### config.mk
export PLATFORM = sky130hd
export DESIGN_NAME = clk_reset_sequencer
export DESIGN_NICKNAME = d
export VERILOG_FILES = /design/src/rtl/clk_reset_sequencer.sv
export SDC_FILE = /design/constraint.sdc
export NUM_CORES = 1
export LEC_CHECK = 0
export BUFFER_PORTS_ARGS = -buffer_cell sky130_fd_sc_hd__buf_2
export CAP_MARGIN = 20
export CORE_MARGIN = 1.5
export CORE_UTILIZATION = 50
export DETAILED_ROUTE_END_ITERATION = 8
export PLACE_DENSITY = 0.8
export SYNTH_ARGS = -nofsm -noshare
export SYNTH_HDL_FRONTEND = slang
export SYNTH_SLANG_ARGS = --single-unit
### constraint.sdc
create_clock -name clk -period 5.6 [get_ports clk]
set_input_delay 0.28 -clock clk [delete_from_list [all_inputs] [get_ports clk]]
set_output_delay 0.28 -clock clk [all_outputs]
set_load 0.02 [all_outputs]
### src/rtl/clk_reset_sequencer.sv
// Clock/reset sequencer: drives the MMCM reset, qualifies LOCKED through a
// synchroniser and releases the downstream domain resets one by one.
module clk_reset_sequencer #(
    parameter int NUM_DOMAINS    = 3,
    parameter int SYNC_STAGES    = 2,
    parameter int RST_CYCLES     = 4,
    parameter int LOCK_TIMEOUT   = 64,
    parameter int STABLE_CYCLES  = 16,
    parameter int STAGGER_CYCLES = 8,
    parameter int MAX_RETRIES    = 3
) (
    input  logic                               clk,
    input  logic                               reset,
    input  logic                               locked,
    input  logic                               restart,
    output logic                               mmcm_reset,
    output logic [NUM_DOMAINS-1:0]             domain_reset,
    output logic                               ready,
    output logic                               fail,
    output logic [$clog2(MAX_RETRIES+1)-1:0]   retry_count,
    output logic [7:0]                         lost_lock_count
);

    localparam int RC_W    = $clog2(MAX_RETRIES + 1);
    localparam int MAX_A   = (RST_CYCLES > LOCK_TIMEOUT) ? RST_CYCLES : LOCK_TIMEOUT;
    localparam int MAX_B   = (STABLE_CYCLES > STAGGER_CYCLES) ? STABLE_CYCLES : STAGGER_CYCLES;
    localparam int CNT_MAX = (MAX_A > MAX_B) ? MAX_A : MAX_B;
    localparam int CNT_W   = $clog2(CNT_MAX + 1);

    typedef enum logic [2:0] {
        PLL_RST   = 3'd0,
        WAIT_LOCK = 3'd1,
        STABLE    = 3'd2,
        RELEASE   = 3'd3,
        RUN       = 3'd4,
        FAIL      = 3'd5
    } state_t;

    state_t                 state_q, state_d;
    logic [CNT_W-1:0]       cnt_q, cnt_d;
    logic [RC_W-1:0]        retry_q, retry_d;
    logic [7:0]             lost_q, lost_d;
    logic [SYNC_STAGES-1:0] sync_q, sync_d;
    logic [NUM_DOMAINS-1:0] dom_q, dom_d;
    logic                   mmcm_q, mmcm_d;
    logic                   ready_q, ready_d;
    logic                   fail_q, fail_d;

    logic                   locked_sync;
    logic                   retries_spent;
    logic [NUM_DOMAINS-1:0] dom_step;

    assign locked_sync   = sync_q[SYNC_STAGES-1];
    assign retries_spent = (retry_q == RC_W'(MAX_RETRIES));
    // Reset bits are always a contiguous run at the top, so clearing the
    // lowest set bit releases the next domain in index order.
    assign dom_step      = dom_q & (dom_q - NUM_DOMAINS'(1));

    always_comb begin
        sync_d  = {sync_q[SYNC_STAGES-2:0], locked};
        state_d = state_q;
        cnt_d   = cnt_q;
        retry_d = retry_q;
        lost_d  = lost_q;
        case (state_q)
            PLL_RST: begin
                if (cnt_q == CNT_W'(RST_CYCLES - 1)) begin
                    state_d = WAIT_LOCK;
                    cnt_d   = '0;
                end else begin
                    cnt_d = cnt_q + CNT_W'(1);
                end
            end
            WAIT_LOCK: begin
                if (locked_sync) begin
                    state_d = STABLE;
                    cnt_d   = '0;
                end else if (cnt_q == CNT_W'(LOCK_TIMEOUT - 1)) begin
                    cnt_d = '0;
                    if (retries_spent) begin
                        state_d = FAIL;
                    end else begin
                        state_d = PLL_RST;
                        retry_d = retry_q + RC_W'(1);
                    end
                end else begin
                    cnt_d = cnt_q + CNT_W'(1);
                end
            end
            STABLE: begin
                if (!locked_sync) begin
                    state_d = WAIT_LOCK;
                    cnt_d   = '0;
                end else if (cnt_q == CNT_W'(STABLE_CYCLES - 1)) begin
                    cnt_d = '0;
                    if (dom_step == '0) begin
                        state_d = RUN;
                        retry_d = '0;
                    end else begin
                        state_d = RELEASE;
                    end
                end else begin
                    cnt_d = cnt_q + CNT_W'(1);
                end
            end
            RELEASE: begin
                if (!locked_sync) begin
                    cnt_d = '0;
                    if (retries_spent) begin
                        state_d = FAIL;
                    end else begin
                        state_d = PLL_RST;
                        retry_d = retry_q + RC_W'(1);
                    end
                end else if (cnt_q == CNT_W'(STAGGER_CYCLES - 1)) begin
                    cnt_d = '0;
                    if (dom_step == '0) begin
                        state_d = RUN;
                        retry_d = '0;
                    end
                end else begin
                    cnt_d = cnt_q + CNT_W'(1);
                end
            end
            RUN: begin
                // Restart outranks a simultaneous lock loss and is not counted.
                if (restart || !locked_sync) begin
                    state_d = PLL_RST;
                    cnt_d   = '0;
                    retry_d = '0;
                    if (!restart && lost_q != 8'hFF) begin
                        lost_d = lost_q + 8'd1;
                    end
                end
            end
            FAIL: begin
                if (restart) begin
                    state_d = PLL_RST;
                    cnt_d   = '0;
                    retry_d = '0;
                end
            end
            default: begin
                state_d = PLL_RST;
                cnt_d   = '0;
            end
        endcase

        // Outputs are registered from the next state so they move with it.
        mmcm_d  = (state_d == PLL_RST) || (state_d == FAIL);
        ready_d = (state_d == RUN);
        fail_d  = (state_d == FAIL);
        dom_d   = '1;
        if (state_d == RUN) begin
            dom_d = '0;
        end else if (state_d == RELEASE) begin
            if (state_q != RELEASE || cnt_q == CNT_W'(STAGGER_CYCLES - 1)) begin
                dom_d = dom_step;
            end else begin
                dom_d = dom_q;
            end
        end
    end

    always_ff @(posedge clk or posedge reset) begin
        if (reset) begin
            state_q <= PLL_RST;
            cnt_q   <= '0;
            retry_q <= '0;
            lost_q  <= '0;
            sync_q  <= '0;
            dom_q   <= '1;
            mmcm_q  <= 1'b1;
            ready_q <= 1'b0;
            fail_q  <= 1'b0;
        end else begin
            state_q <= state_d;
            cnt_q   <= cnt_d;
            retry_q <= retry_d;
            lost_q  <= lost_d;
            sync_q  <= sync_d;
            dom_q   <= dom_d;
            mmcm_q  <= mmcm_d;
            ready_q <= ready_d;
            fail_q  <= fail_d;
        end
    end

    assign mmcm_reset      = mmcm_q;
    assign domain_reset    = dom_q;
    assign ready           = ready_q;
    assign fail            = fail_q;
    assign retry_count     = retry_q;
    assign lost_lock_count = lost_q;

endmodule
==> summary.txt, run 1 <==
Status
  – Status: finished clean

Die
  – # IOs: 20
  – Die W: 61.4 um
  – Die Y: 61.4 um
  – Die Area: 3770 sq um
  – CORE AREA: 3310 sq um
  – Row cnt: 21
  – Starting Density: 51.5%

Clocking
  – Clock-pin slew on the worst setup and hold paths: 0.15 ns
  – Worst-Skew Late Latency: 0.33 ns
  – CTS tree: done
  – CTS Buffer Depth: 2
  – Setup bufs post-CTS: 0
  – Num CTS Buffers: 3
  – CTS HTree Levels: 1
  – # clock sinks: 28
  – CTS Root Cell: clkbuf_4

Finish
  – Fin nets: 207
  – Area of the multi-input gates: between 900 and 1000 sq um
  – Fillers: 319
  – Layout Cells excl Fill: about 240
  – Design area: 1900 sq um
  – Final Util: 57.5%
  – Area delta synth->final: 11.7%
  – Layout cells sized above 1: 18.8%
  – Antenna Cells: 0
  – FF/Latch Area: between 700 and 800 sq um

Power and ir drop
  – Sequential power share: 40.6%
  – Logic pwr share: 41.4%
  – Clock power frac: ~18%
  – P_sw: roughly 0.0003 W
  – Power Density: 380 nW/um^2
  – Internal cell power: 0.000430 W
  – Sw frac: 40.5%
  – Maximum vdd drop: 0.279 mV
  – Leak pwr: 0.871 nW

STA
  – Setup tns final: 0 ns
  – Period utilization: 48.1%
  – RSZ-0062 raised after global routing: no
  – Actual slew at the worst max-slew pin: 0.753 ns
  – Slew margin rel.: 49.1%
  – Final setup viols: 0
  – Fmax: 0.371 GHz
  – Endpoints failing hold: 0
  – Worst Clk Skew: 0.00466 ns
  – Worst setup margin: 2.91 ns
  – Clock period minus worst slack: 2.69 ns
  – Final Max Slew Viols: 0

Synthesis
  – Post-synth EDFFs: 0
  – FF+latch count, synth: 28
  – Syn_nets: 190
  – Post-synth top area cell: dfrtp_1
  – Synth Instances: 181
  – Synth top area cells: dfrtp_1, dfstp_2, nand2_1
  – Fraction of registers with async set/reset: 100%
  – Library cells used by synthesis: 55
  – Syn. warnings: 0
  – Mean Syn Cell Area: 9.42 sq um
  – Seq/Total Area, Yosys: 41.4%
  – Most common cell in the netlist: dfrtp_1
  – Post-synth top area share: 35.2%
  – Commonest cells post-synth: dfrtp_1, nand2_1, nor2_1
  – Synth Cell Area: 1700 sq um
  – Top_reg_cell synth: dfrtp_1

Min path
  – HP Class: in2reg
  – Hold Path Depth: 1
  – Hold path endpoint: sync_q[0]
  – HP Start: locked

Worst setup path
  – R2r endpoint: domain_reset[1]
  – Reg2Reg Depth: 7
  – CP Launch Point: cnt_q[0]
  – WP data arrival: 2.96 ns
  – Reg2reg start: cnt_q[0]
  – Worst Setup End Kind: flip-flop
  – CP Launch Type: flip-flop
  – Crit path kind: reg2reg
  – Slack of the worst reg-to-reg path: roughly 2.9 ns
  – Max Fanout on Critical Path: 6
  – Worst EP required: 5.87 ns

Placed design
  – DP Wirelength: 2520 um
  – Post-Place Setup Slack: 3.09 ns
  – GPL Wtd Cong: 0.851
  – Cells after DPL: between 200 and 250
  – Placed cell areas: approximately 1800 sq um
  – Port Buffers: 19

Global route
  – Grt total ovfl: 0
  – Initial antenna violation count: 0
  – Pin count of the biggest net entering global routing: 29
  – Vias in the first global route: 1166
  – First-pass GRT wire length: 5450 um
  – Gr usage total: 19.5%

Detailed routing
  – DR top layer: met4
  – Vias per cell: 5.95
  – Initial DRT Pass Iterations: 4
  – Met2 wire length: 1640 um
  – DR WL/cell: 14.6 um
  – Number of DRC markers in iteration 0: 67
  – Metal3 WL: 169 um
  – Vias: 1447
  – Post-DRT Antenna Nets: 0
  – WL met1: between 1500 and 2000 um
  – DRC: 0
  – Final wirelength: 3550 um

Flow run
  – Total of max-cap violations: 0
## placed cells by master (no fill, tap or decap), drive strengths merged, types with 2 or more instances in the layout
master / n
a21o: 2
nor2b: 4
clkbuf: 3
nand4b: 2
o41ai: 2
nand3: 3
o21ai: 9
nand4: 3
or2: 3
o32ai: 3
dfrtp: 24
or3: 2
nor3: 5
xor2: 4
ha: 5
xnor2: 4
o211ai: 2
and3: 2
nor4b: 2
dfstp: 4
and3b: 2
inv: 7
nor2: 14
buf: 20
a211o: 3
o211a: 2
a21oi: 8
a311o: 2
nand2: 22
o21a: 3
nor3b: 2
a31oi: 4
## through the flow
step	total power, W	hold WS, ns
floorplan	0.000520	0.311
global placement	0.000583	0.333
detailed placement	0.000585	0.337
CTS	0.000719	0.0370
global route	0.000776	0.0285
finish	0.000723	0.0478
## how the worst max path moves through the flow
stage | cells past startpoint | slack, ns | to
2_1_floorplan | 7 | 3.32 | domain_reset[1]
3_3_place_gp | 7 | 3.14 | domain_reset[1]
3_5_place_dp | 7 | 3.09 | cnt_q[4]
4_1_cts | 7 | 3.04 | domain_reset[1]
5_1_grt | 7 | 2.67 | domain_reset[1]
6_report | 7 | 2.91 | domain_reset[1]
## routing by layer
layer  global-route usage, %  vias to the layer above
met5                       0                        -
met4                    6.38                        0
met3                    2.94                        4
met2                    27.8                       50
met1                    30.7                      698
li1                        -                      695
## power groups by stage
stage               clock network, W  registers (W)  logic [W]
global route                0.000142       0.000298   0.000335
global placement                   0       0.000294   0.000289
floorplan                          0       0.000282   0.000238
finish                      0.000130       0.000293   0.000299
CTS                         0.000137       0.000291   0.000292
detailed placement                 0       0.000295   0.000290
## flip-flops by register name, indices dropped and copies added (netlist names)
| register | cells |
|---|---|
| cnt_q | 7 |
| domain_reset | 3 |
| fail | 1 |
| lost_lock_count | 8 |
| mmcm_reset | 1 |
| ready | 1 |
| retry_count | 2 |
| state_q | 3 |
| sync_q | 2 |
## critical path: stages, from the launching register on
cell	delay (ns)
dfrtp_1	0.41
ha_1	0.24
nor4b_1	0.64
nand2_1	0.13
o32ai_1	0.56
o211ai_4	0.14
and3_4	0.20
a311o_1	0.30
## logic make-up (layout without fill, tap and decap cells)
logic type / count (synthesis) / count (layout) / share of synthesized area [%]
AOI/OAI and AO/OA: 51 / 51 / 23.4
xor gates and xnor gates: 8 / 8 / 4.11
adders and majority gates: 6 / 6 / 4.26
buffers and inverters: 16 / 32 / 4.11
DFF: 28 / 28 / 41.4
muxes: 1 / 1 / 0.661
and+or+nand+nor: 71 / 71 / 22.0
## cell type report
class                           instances  area share (%)
Multi-Input combinational cell        137            48.8
Clock inverter                          1            1.58
Sequential cell                        28            37.1
Inverter                                7            1.38
Tap cell                               46            3.02
Timing Repair Buffer                   21            6.97
Clock buffer                            3            1.18
## timing repair
action / CTS / global route
hold buffers: 0 / 1
hold endpoints to repair: 0 / 6
gates resized for setup: 0 / 0
No activity file was read; power rests on OpenSTA's default activity.
==> run 2: changes to the inputs <==
ABC_AREA = 1   (was default)
clock period = 2.65 ns   (was 5.6 ns; I/O delays follow)
==> run 2 against run 1 <==
Via count grew 4.6%. Total power rose by 75%. Global-route usage increased by 1.1 points. Combinational power is 65% higher. Critical path depth increased by 2. Critical endpoint is now retry_count[0]. Maximum frequency rose by 41%.
==> summary.txt, run 2 <==
Synthesis
  – Library cells used by synthesis: 30
  – Syn. warnings: 0
  – Seq/Total Area, Yosys: 40.9%
  – Fraction of registers with async set/reset: 100%
  – Synth top area cells: dfrtp_1, nand2_1, dfstp_2
  – Mean Syn Cell Area: between 7 and 8 sq um
  – Most common cell in the netlist: nand2_1
  – FF+latch count, synth: 28
  – Post-synth top area share: 34.8%
  – Synth Cell Area: 1730 sq um
  – Post-synth EDFFs: 0
  – Syn_nets: 230
  – Commonest cells post-synth: nand2_1, dfrtp_1, inv_1
  – Synth Instances: 221
  – Post-synth top area cell: dfrtp_1
  – Top_reg_cell synth: dfrtp_1

STA
  – Period utilization: roughly 72%
  – Final setup viols: 0
  – Actual slew at the worst max-slew pin: 0.478 ns
  – Endpoints failing hold: 0
  – Slew margin rel.: 68.1%
  – Setup tns final: 0 ns
  – Final Max Slew Viols: 0
  – RSZ-0062 raised after global routing: no
  – Clock period minus worst slack: 1.91 ns
  – Fmax: 0.523 GHz
  – Worst Clk Skew: 0.0136 ns

Finish
  – Layout cells sized above 1: 23.5%
  – Fin nets: about 260
  – Most frequent cells in the layout: nand2_1, inv_1, dfrtp_1
  – Design area: 1970 sq um
  – Most common cell after layout, fill and taps aside: nand2_1
  – Antenna Cells: 0
  – Fillers: 317
  – Area of the multi-input gates: 898 sq um
  – Max reg flops: 8
  – FF/Latch Area: between 700 and 800 sq um
  – Area delta synth->final: 13.8%

Clocking
  – CTS Root Cell: clkbuf_4
  – Num CTS Buffers: 3
  – Post-CTS resize count: 0
  – CTS HTree Levels: 1
  – Worst-Skew Late Latency: roughly 0.33 ns
  – # clock sinks: 28
  – CTS tree: done
  – CTS Buffer Depth: 2
  – Clock-pin slew on the worst setup and hold paths: 0.16 ns

Worst setup path
  – WP data arrival: 2.14 ns
  – Worst EP required: 2.88 ns
  – CP Launch Type: flip-flop
  – CP delay by family, top: compound AO/OA/AOI/OAI gates
  – Crit-path cells: inv_2 -> ha_1 -> nand2_1 -> o21ai_0 -> o21ai_0 -> a21oi_1 -> nand2_1 -> o21ai_1 -> o21ai_1
  – Crit path kind: reg2reg
  – Max incr delay on CP: 0.53 ns
  – Crit-path slowest cell: dfrtp_1
  – Worst Setup End Kind: flip-flop
  – Max Fanout on Critical Path: 7
  – Buf+Inv Stages, Crit Path: 1

Die
  – Die W: between 60 and 70 um
  – # IOs: 20
  – Starting Density: 51.7%
  – CORE AREA: 3340 sq um
  – Row cnt: 21
  – Die Area: 3810 sq um
  – Die Y: 61.8 um

Flow run
  – Total of max-cap violations: 0

Detailed routing
  – Met2 wire length: 1690 um
  – Final wirelength: 3600 um
  – Post-DRT Antenna Nets: 0
  – Initial DRT Pass Iterations: 7
  – DR top layer: met4
  – WL met1: ~1700 um
  – DRC: 0
  – Metal3 WL: 161 um
  – DR WL/cell: roughly 12 um
  – Vias per cell: between 5 and 6
  – Vias: 1514
  – Number of DRC markers in iteration 0: 66

Global route
  – Gr usage total: 20.6%
  – Pin count of the biggest net entering global routing: 27
  – Grt total ovfl: 0
  – Initial antenna violation count: 0
  – First-pass GRT wire length: roughly 5800 um
  – Vias in the first global route: 1285

Min path
  – HP Class: in2reg

Status
  – Status: finished clean

Placed design
  – GPL Wtd Cong: roughly 0.94
  – Placed cell areas: roughly 1900 sq um
  – DP Wirelength: 2690 um
  – Port Buffers: 19

Power and ir drop
  – Maximum vdd drop: 0.405 mV
  – Power Density: 645 nW/um^2
  – Leak pwr: 0.996 nW
## run 2: cell count changes in the layout (fill, tap and decap cells not counted), sizes merged, moves of 4 or more
cell	delta
nor2b	-4
nand2	+37
o21ai	+7
nand3	+18
inv	+23
nand4	+4
nor2	+15
a31oi	-4
## run 2: final timing paths
| path | start | cells after the start | slack [ns] | end |
|---|---|---|---|---|
| worst max-delay path | state_q[1] | 9 | 0.74 | retry_count[0] |
| worst min register to register | sync_q[0] | 0 | 0.37 | sync_q[1] |
| min in group asynchronous | reset | 3 | 0.35 | cnt_q[3] |
| max in group asynchronous | reset | 5 | 1.62 | domain_reset[2] |
| worst min-delay path | restart | 6 | 0.27 | cnt_q[4] |
| worst max register to register | state_q[1] | 9 | 0.74 | retry_count[0] |
## run 2: through the flow
step / power, W / std cells / setup WS (ns) / hold slack, ns / utilization (%)
after floorplan: 0.000932 / 221 / 0.980 / 0.164 / -
after global placement: 0.00104 / 286 / 0.828 / 0.241 / 56.4
after detailed placement: 0.00105 / 286 / 0.806 / 0.242 / 56.4
after CTS: 0.00126 / 291 / 0.779 / 0.0341 / 57.8
after global routing: 0.00134 / 293 / 0.516 / 0.258 / 58.9
final: 0.00127 / 293 / 0.738 / 0.269 / 58.9
## run 2: layout make-up
class                      instances  share of cell area, %
multi-input combinational        161                   45.7
sequential                        28                   35.9
timing repair buffer              23                   7.64
inverter                          31                   5.98
tap                               46                   2.93
clock buffer                       4                   1.85
## run 2: what timing repair did
item                      4_1_cts  5_1_grt
setup buffers                   0        0
hold buffers                    1        1
hold endpoints to repair        1        9
## run 2: worst min-delay path: cells and delay by family
kind	cells	cell delay [ns]
simple gates	2	0.10
buf+inv	2	0.21
compound gates	2	0.14
## run 2: report_power, final
part	switching (W)	internal (W)
combinational	0.000323	0.000170
clock	0.000127	0.0000841
sequential	0.0000709	0.000493
total	0.000520	0.000747
## run 2: routing by layer
layer	vias up	global-route usage, %
li1	766	-
met1	702	30.4
met2	41	32.9
met3	5	3.11
met4	0	3.65
met5	-	0
## run 2: logic make-up (layout without fill, tap and decap cells)
family	after synthesis	count (layout)	synth area share, %
AO/OA/AOI/OAI	25	25	9.13
flip-flops	28	28	40.9
AND/OR/NAND/NOR	121	121	34.2
XOR/XNOR	10	10	5.07
buffers and inverters	32	58	7.10
adder cells (fa/ha/maj)	5	5	3.62
==> run 3: changes to the inputs <==
ABC_AREA = 0   (was 1)
clock period = 1.9 ns   (was 2.65 ns; I/O delays follow)
==> run 3 against run 2 <==
The flow now finishes with violations (negative setup slack). Critical path depth shrank 2. Combinational power grew to 3.4 times the previous value. Sequential share of layout area shrank 7.0 points. Routed wire length grew 43%. Setup slack lost 1.1 ns. Register-to-register slack lost 1.1 ns. Via count grew 15%. Critical path type unchanged. Critical endpoint is now domain_reset[1]. Highest routed layer unchanged.
==> summary.txt, run 3 (synthesis results as in run 1) <==
Status
  – Status: finished, violations left
  – Violated checks: negative setup slack

STA
  – Actual slew at the worst max-slew pin: 0.400 ns
  – Worst Clk Skew: 0.00242 ns
  – Worst setup margin: -0.352 ns
  – Fmax: 0.444 GHz
  – RSZ-0062 raised after global routing: yes
  – Final setup viols: 16
  – Final Max Slew Viols: 0
  – Endpoints failing hold: 0
  – Clock period minus worst slack: 2.25 ns
  – Slew margin rel.: 73.1%
  – Setup tns final: -3.61 ns
  – Period utilization: 119%

Detailed routing
  – DR WL/cell: 17.5 um
  – Initial DRT Pass Iterations: 4
  – Number of DRC markers in iteration 0: 134
  – Vias: roughly 1700
  – Final wirelength: around 5200 um
  – Post-DRT Antenna Nets: 0
  – Vias per cell: 5.91
  – DRC: 0

Die
  – Die Area: 3770 sq um
  – Row cnt: 21
  – # IOs: 20
  – Die W: 61.4 um
  – Die Y: 61.4 um
  – Starting Density: 51.5%
  – CORE AREA: between 3000 and 4000 sq um

Worst setup path
  – CP delay by family, top: compound AO/OA/AOI/OAI gates
  – Max incr delay on CP: 0.51 ns
  – WP data arrival: 2.54 ns
  – Crit-path slowest cell: or4b_4
  – Worst EP required: 2.19 ns
  – Worst Setup End Kind: flip-flop
  – Reg2Reg Depth: 7
  – Buf+Inv Stages, Crit Path: 0
  – Crit-path cells: ha_2 -> or4b_4 -> o311ai_4 -> o311a_4 -> o211ai_4 -> o21a_1 -> a311o_1
  – WP depth: 7
  – Max Fanout on Critical Path: 4
  – Crit path kind: reg2reg
  – CP Launch Type: flip-flop

Global route
  – First-pass GRT wire length: 7430 um
  – Gr usage total: a little over a quarter
  – Vias in the first global route: 1571
  – Grt total ovfl: 0
  – Pin count of the biggest net entering global routing: 29
  – Initial antenna violation count: 0

Placed design
  – Placed cell areas: between 2000 and 2500 sq um
  – Port Buffers: 19
  – Cells after DPL: 280
  – DP Wirelength: between 3000 and 4000 um
  – GPL Wtd Cong: 0.910

Clocking
  – CTS HTree Levels: 1
  – # clock sinks: 28
  – Num CTS Buffers: 3
  – Worst-Skew Late Latency: 0.34 ns
  – CTS Buffer Depth: 2
  – Clock-pin slew on the worst setup and hold paths: 0.16 ns
  – CTS Root Cell: clkbuf_4
  – CTS tree: done

Finish
  – Layout cells sized above 1: 43.8%
  – Fillers: 239
  – Area delta synth->final: 43.2%
  – Most common cell after layout, fill and taps aside: buf_4
  – Max reg flops: 8
  – Layout Cells excl Fill: 295
  – Antenna Cells: 0
  – Fin nets: 259
  – Design area: 2440 sq um
  – Most frequent cells in the layout: buf_4, dfrtp_1, nand2_1

Power and ir drop
  – Leak pwr: 1.13 nW
  – Power Density: around 1100 nW/um^2
  – Maximum vdd drop: 0.787 mV
  – Total power: approximately 0.0028 W

Flow run
  – Total of max-cap violations: 0

Min path
  – Hold Path Depth: 6
  – HP Class: in2reg
run 3: metal layers:
metal / wire length (um) / vias to the layer above / track usage [%]
met5: 0 / - / 0
met4: 149 / 0 / 7.60
met3: 264 / 20 / 4.20
met2: 2650 / 64 / 43.6
met1: 2110 / 853 / 38.2
li1: - / 807 / -
run 3: repair_timing:
item                                    in CTS  in global routing
pin swaps                                    6                  6
setup buffers                                8                  3
endpoints found under the setup margin      16                 17
gates resized for setup                     16                 19
endpoints found under the hold margin       25                  0
hold buffers                                 2                  0
run 3: power breakdown:
part           leakage, nW  switching (W)  internal, W  total (W)
logic                0.742       0.000873     0.000782    0.00166
registers            0.363       0.000115     0.000702   0.000817
clock network       0.0210       0.000189     0.000118   0.000307
run 3: path summary, 6_finish.rpt:
check | start | to | slack (ns)
max in group asynchronous | reset | mmcm_reset | 1.24
min in group asynchronous | reset | ready | 0.36
worst max-delay path | cnt_q[1] | domain_reset[1] | -0.35
worst min register to register | sync_q[0] | sync_q[1] | 0.37
worst max register to register | cnt_q[1] | domain_reset[1] | -0.35
worst min-delay path | restart | lost_lock_count[3] | 0.33
run 3: final cells by class:
cell class	instances	area, sq um	area share, %
multi-input combinational	137	1100	44.9
sequential	28	706	28.9
timing repair buffer	73	517	21.2
tap	46	57.6	2.36
clock buffer	4	36.3	1.49
inverter	7	28.8	1.18
run 3: tightest hold or removal path: stages:
cell     delay [ns]
buf_2          0.12
nor3b_1        0.06
nand2_1        0.08
a31oi_2        0.05
nand4_1        0.17
xnor2_1        0.08
run 3: metrics by stage:
step,util (%),hold WS (ns),worst slack [ns]
after floorplan,-,0.126,-0.244
after global placement,65.5,0.172,-0.238
after detailed placement,65.5,0.207,-0.304
after CTS,70.7,0.298,-0.292
after global routing,73.7,0.374,-0.414
final,73.7,0.335,-0.352
